File: src/rtl/ahb_arbiter_m2.sv
// Two-master AHB arbiter with burst/lock-aware handover and fixed priority.
// Define AMBA_AHB_ARB_RR_EN to switch the priority to round-robin.
module ahb_arbiter_m2 #(
    parameter int unsigned DEFAULT_MASTER = 0
) (
    input  logic       HCLK,
    input  logic       HRESETn,
    input  logic       HREADY,
    input  logic [1:0] HTRANS,
    input  logic [2:0] HBURST,
    input  logic       HBUSREQ_0,
    input  logic       HLOCK_0,
    input  logic       HBUSREQ_1,
    input  logic       HLOCK_1,
    output logic       HGRANT_0,
    output logic       HGRANT_1,
    output logic [3:0] HMASTER,
    output logic       HMASTLOCK
);
    localparam logic [1:0] TR_IDLE   = 2'd0;
    localparam logic [1:0] TR_BUSY   = 2'd1;
    localparam logic [1:0] TR_NONSEQ = 2'd2;
    localparam logic [1:0] TR_SEQ    = 2'd3;

    localparam logic       DEF_M   = (DEFAULT_MASTER != 0);
    localparam logic [1:0] DEF_GNT = DEF_M ? 2'b10 : 2'b01;

    logic [3:0] beats_q, beats_d;
    logic [3:0] burst_len;
    logic [1:0] gnt_q, gnt_d;
    logic       hmaster_q, hmaster_d;
    logic       mastlock_q, mastlock_d;
    logic [1:0] req;
    logic       owner_lock;
    logic       arb_pt;
    logic       winner;

    assign req        = {HBUSREQ_1, HBUSREQ_0};
    assign owner_lock = gnt_q[1] ? HLOCK_1 : HLOCK_0;

    always_comb begin
        unique case (HBURST)
            3'd2, 3'd3: burst_len = 4'd3;
            3'd4, 3'd5: burst_len = 4'd7;
            3'd6, 3'd7: burst_len = 4'd15;
            default:    burst_len = 4'd0;
        endcase
    end

    always_comb begin
        beats_d = beats_q;
        if (HREADY) begin
            unique case (HTRANS)
                TR_NONSEQ: beats_d = burst_len;
                TR_SEQ: begin
                    if (beats_q != 4'd0) beats_d = beats_q - 4'd1;
                end
                TR_IDLE:   beats_d = 4'd0;
                TR_BUSY:   beats_d = beats_q;
            endcase
        end
    end

    // Handover only after the last fixed-burst beat and outside locks.
    assign arb_pt = HREADY && (beats_d == 4'd0) && !owner_lock;

`ifdef AMBA_AHB_ARB_RR_EN
    logic last_q, last_d;

    always_comb begin
        if (req[~last_q])    winner = ~last_q;
        else if (req[last_q]) winner = last_q;
        else                  winner = DEF_M;
    end

    assign last_d = (hmaster_d != hmaster_q) ? hmaster_d : last_q;

    always_ff @(posedge HCLK or negedge HRESETn) begin
        if (!HRESETn) last_q <= DEF_M;
        else          last_q <= last_d;
    end
`else
    always_comb begin
        if (req[0])      winner = 1'b0;
        else if (req[1]) winner = 1'b1;
        else             winner = DEF_M;
    end
`endif

    always_comb begin
        gnt_d = gnt_q;
        if (arb_pt) gnt_d = winner ? 2'b10 : 2'b01;
    end

    assign hmaster_d  = HREADY ? gnt_q[1]   : hmaster_q;
    assign mastlock_d = HREADY ? owner_lock : mastlock_q;

    always_ff @(posedge HCLK or negedge HRESETn) begin
        if (!HRESETn) begin
            beats_q    <= 4'd0;
            gnt_q      <= DEF_GNT;
            hmaster_q  <= DEF_M;
            mastlock_q <= 1'b0;
        end else begin
            beats_q    <= beats_d;
            gnt_q      <= gnt_d;
            hmaster_q  <= hmaster_d;
            mastlock_q <= mastlock_d;
        end
    end

    assign HGRANT_0  = gnt_q[0];
    assign HGRANT_1  = gnt_q[1];
    assign HMASTER   = {3'b000, hmaster_q};
    assign HMASTLOCK = mastlock_q;
endmodule

File: config.mk
export PLATFORM = sky130hd
export DESIGN_NAME = ahb_arbiter_m2
export DESIGN_NICKNAME = d
export VERILOG_FILES = /design/src/rtl/ahb_arbiter_m2.sv
export SDC_FILE = /design/constraint.sdc
export NUM_CORES = 1
export LEC_CHECK = 0
export CAP_MARGIN = 20
export CORE_UTILIZATION = 43
export CTS_CLUSTER_DIAMETER = 200
export DETAILED_ROUTE_END_ITERATION = 8
export HOLD_SLACK_MARGIN = 0.05
export PLACE_DENSITY = 0.8
export REMOVE_ABC_BUFFERS = 1
export SYNTH_ARGS = -nofsm -noshare
export SYNTH_HDL_FRONTEND = slang
export SYNTH_SLANG_ARGS = --single-unit
File: constraint.sdc
create_clock -name HCLK -period 2.7 [get_ports HCLK]
set_clock_uncertainty 0.15 [all_clocks]
set_input_delay 0.405 -clock HCLK [delete_from_list [all_inputs] [get_ports HCLK]]
set_output_delay 0.405 -clock HCLK [all_outputs]
set_load 0.01 [all_outputs]
==> results.yml <==
status:
  status: "completed"
placement:
  buffer_ports.inserted: 14
  dp_hpwl_um: 759
  routabilityCongestion: 0.722
  placed_cells: 81
drt:
  antenna_left: 0
  dr.pass1.iters: 4
  vias: 451
  drcViolationCount: 0
  drt_wl_total_um: 926
  drt-initial-drc-count: 6
  routedWlPerCell_um: 10.9
  viasPerCell: 5.31
clock_network:
  cts_root_buf: "clkbuf_4"
  tritoncts: "yes"
  cts_setup_buffers: 0
  htree_levels: 1
  clk_pin_slew_worst_paths_ps: 60
  numCtsBuffers: 3
  insertion_delay_ps: 250
  cts.path.max_buffers: 2
  cts_sinks: 8
  ctsResizeCount: 0
  cts_hold_buffers: 0
setup_path:
  path_class: "register to register"
  reg2reg_depth: 7
  reg2reg_slack_ps: 440
  arrival_ps: 2280
  worstPathRequired_ps: 2720
  path_delay_family: "simple AND/OR/NAND/NOR gates"
  startpoint: "beats_q[0]"
  start_kind: "register"
  r2r-end: "gnt_q[0]"
  crit_fanout: 4
  critPathSlowestCell: "dfrtp_1"
  cp-end-kind: "register"
  rr_startpoint: "beats_q[0]"
  critPathBufInv: 1
  cpPeakStageDelay_ps: 410
  crit_chain: "inv_1, ha_1, or3b_4, and4_4, a211oi_2, o2111ai_2, mux2_4"
power:
  p_leak_uw: 0.000318
  power_uw: 512
  pwr_density_cell_mw_per_mm2: 734
  vdd_drop_max_uv: 381
sta:
  maxSlewViolCount: 0
  rsz0062_at_grt: "no"
  tns_ps: 0
  fin_crit_sh_pct: 83.6
  fmaxAchievable_mhz: 443
  hold_violations: 0
  min_period_ps: 2260
  setup_violations: 0
global_routing:
  grt_antenna_before_repair: 0
  grt_max_degree: 11
  grt_pass1_vias: 429
  grt-ovfl-total: 0
  grt.met1_usage_pct: 18.1
  grt_use_total_pct: 15.8
  met2_usage_pct: 29.2
  grt_pass1_wl_mm: 1.63
  met3_usage_pct: 2.33
  grt.busiest_layer: "met2"
synthesis:
  synth_compound_area_share_pct: 24.2
  syn_area_um2: 558
  synth_seq_cells: 8
  synth-xor-area-share_pct: 0
  synthAdderAreaFrac_pct: 2.24
  synthDistinctLibCells: 32
  synthMuxAreaShare_pct: 8.30
  yosysSeqAreaShare_pct: 36.1
  avgSynthCellArea_um2: 9.62
  synth_top_family_by_area: "compound AO/OA/AOI/OAI gates"
  postSynthCellCount: 58
  yosys.area_share.simple_pct: 13.2
  ys_warn_count: 0
layout:
  nNetsFinal: 85
  layout.cells.non_filler: 85
  layout_common_cells: "clkdlybuf4s50_1, inv_1, dfrtp_1"
  areaGrowthSynthToFinish_pct: 25.1
  layout_commonest_cell: "clkdlybuf4s50_1"
  diodes: 0
  drive_gt1_share_pct: 16.9
floorplanning:
  die_h_um: 38.0
  initial_utilization_pct: 48.3
  dieWidth_um: 38.0
  rows: 12
  dieArea_mm2: 0.00145
  io_pins: 19
  core_area_mm2: 0.00116
flow_run:
  maxCapViolCount: 0
hold_path:
  hold_class: "input port to asynchronous set/reset pin"
[flip-flops by register name, indices dropped and copies added (netlist names)]
name,flops
HMASTLOCK,1
beats_q,4
gnt_q,2
hmaster_q,1
[report_power, final]
group          internal (uW)  switching [uW]
registers                165            31.8
logic                    127            92.0
clock network           56.5            39.5
[cell families after synthesis]
group,count (synthesis)
compound gates,15
mux,4
fa+ha+maj,1
flops,8
buf+inv,16
simple gates,13
other cells,1
[cell usage after synthesis]
master | count | area share, %
inv_1 | 9 | 6.1
dfrtp_1 | 7 | 31
nand2_1 | 6 | 4.0
buf_4 | 4 | 5.4
a21boi_0 | 2 | 2.7
mux2i_1 | 2 | 3.6
nor2_1 | 2 | 1.3
o211ai_1 | 2 | 2.7
a211oi_2 | 1 | 2.2
a21bo_2 | 1 | 1.8
a21oi_1 | 1 | 0.90
a32oi_1 | 1 | 1.6
and4_4 | 1 | 2.0
buf_2 | 1 | 0.90
buf_6 | 1 | 2.0
clkbuf_2 | 1 | 0.90
conb_1 | 1 | 0.67
dfstp_2 | 1 | 4.7
ha_1 | 1 | 2.2
mux2_2 | 1 | 2.0
mux2_4 | 1 | 2.7
nand2b_1 | 1 | 1.1
nand4b_1 | 1 | 1.6
o2111a_1 | 1 | 2.0
o2111ai_2 | 1 | 2.7
o21a_1 | 1 | 1.3
o21ai_0 | 1 | 0.90
o221ai_1 | 1 | 1.6
o22ai_2 | 1 | 2.2
o32ai_1 | 1 | 1.6
or3_1 | 1 | 1.1
or3b_4 | 1 | 2.0
[worst max path at each step]
stage               endpoint  slack (ps)  cells after the start
floorplan           gnt_q[0]         580                      7
finish              gnt_q[0]         440                      7
detailed placement  gnt_q[0]         390                      6
global route        gnt_q[0]         340                      7
CTS                 gnt_q[0]         430                      7
global placement    gnt_q[0]         420                      6
[per-stage QoR]
step                      utilization, %  hold WS, ps  instance area (um2)  worst slack (ps)
after global placement              58.1          321                  672               418
after global routing                60.4          301                  698               344
after CTS                           60.4          294                  698               434
final                               60.4          281                  698               443
after floorplan                        -        -40.6                  514               581
after detailed placement            58.1          330                  672               389
[metal layers]
| layer | wire length (um) | part of all wire (%) |
|---|---|---|
| met5 | 0 | 0 |
| met4 | 0 | 0 |
| met3 | 71 | 7.7 |
| met2 | 433 | 47 |
| met1 | 421 | 45 |
[cell type report]
cell class,instances,area (um2)
clock buffer,4,26.3
inverter,9,33.8
timing repair buffer,14,140
sequential,8,201
fill,117,458
multi-input combinational,36,279
tap,14,17.5
No activity file was read; power rests on OpenSTA's default activity.
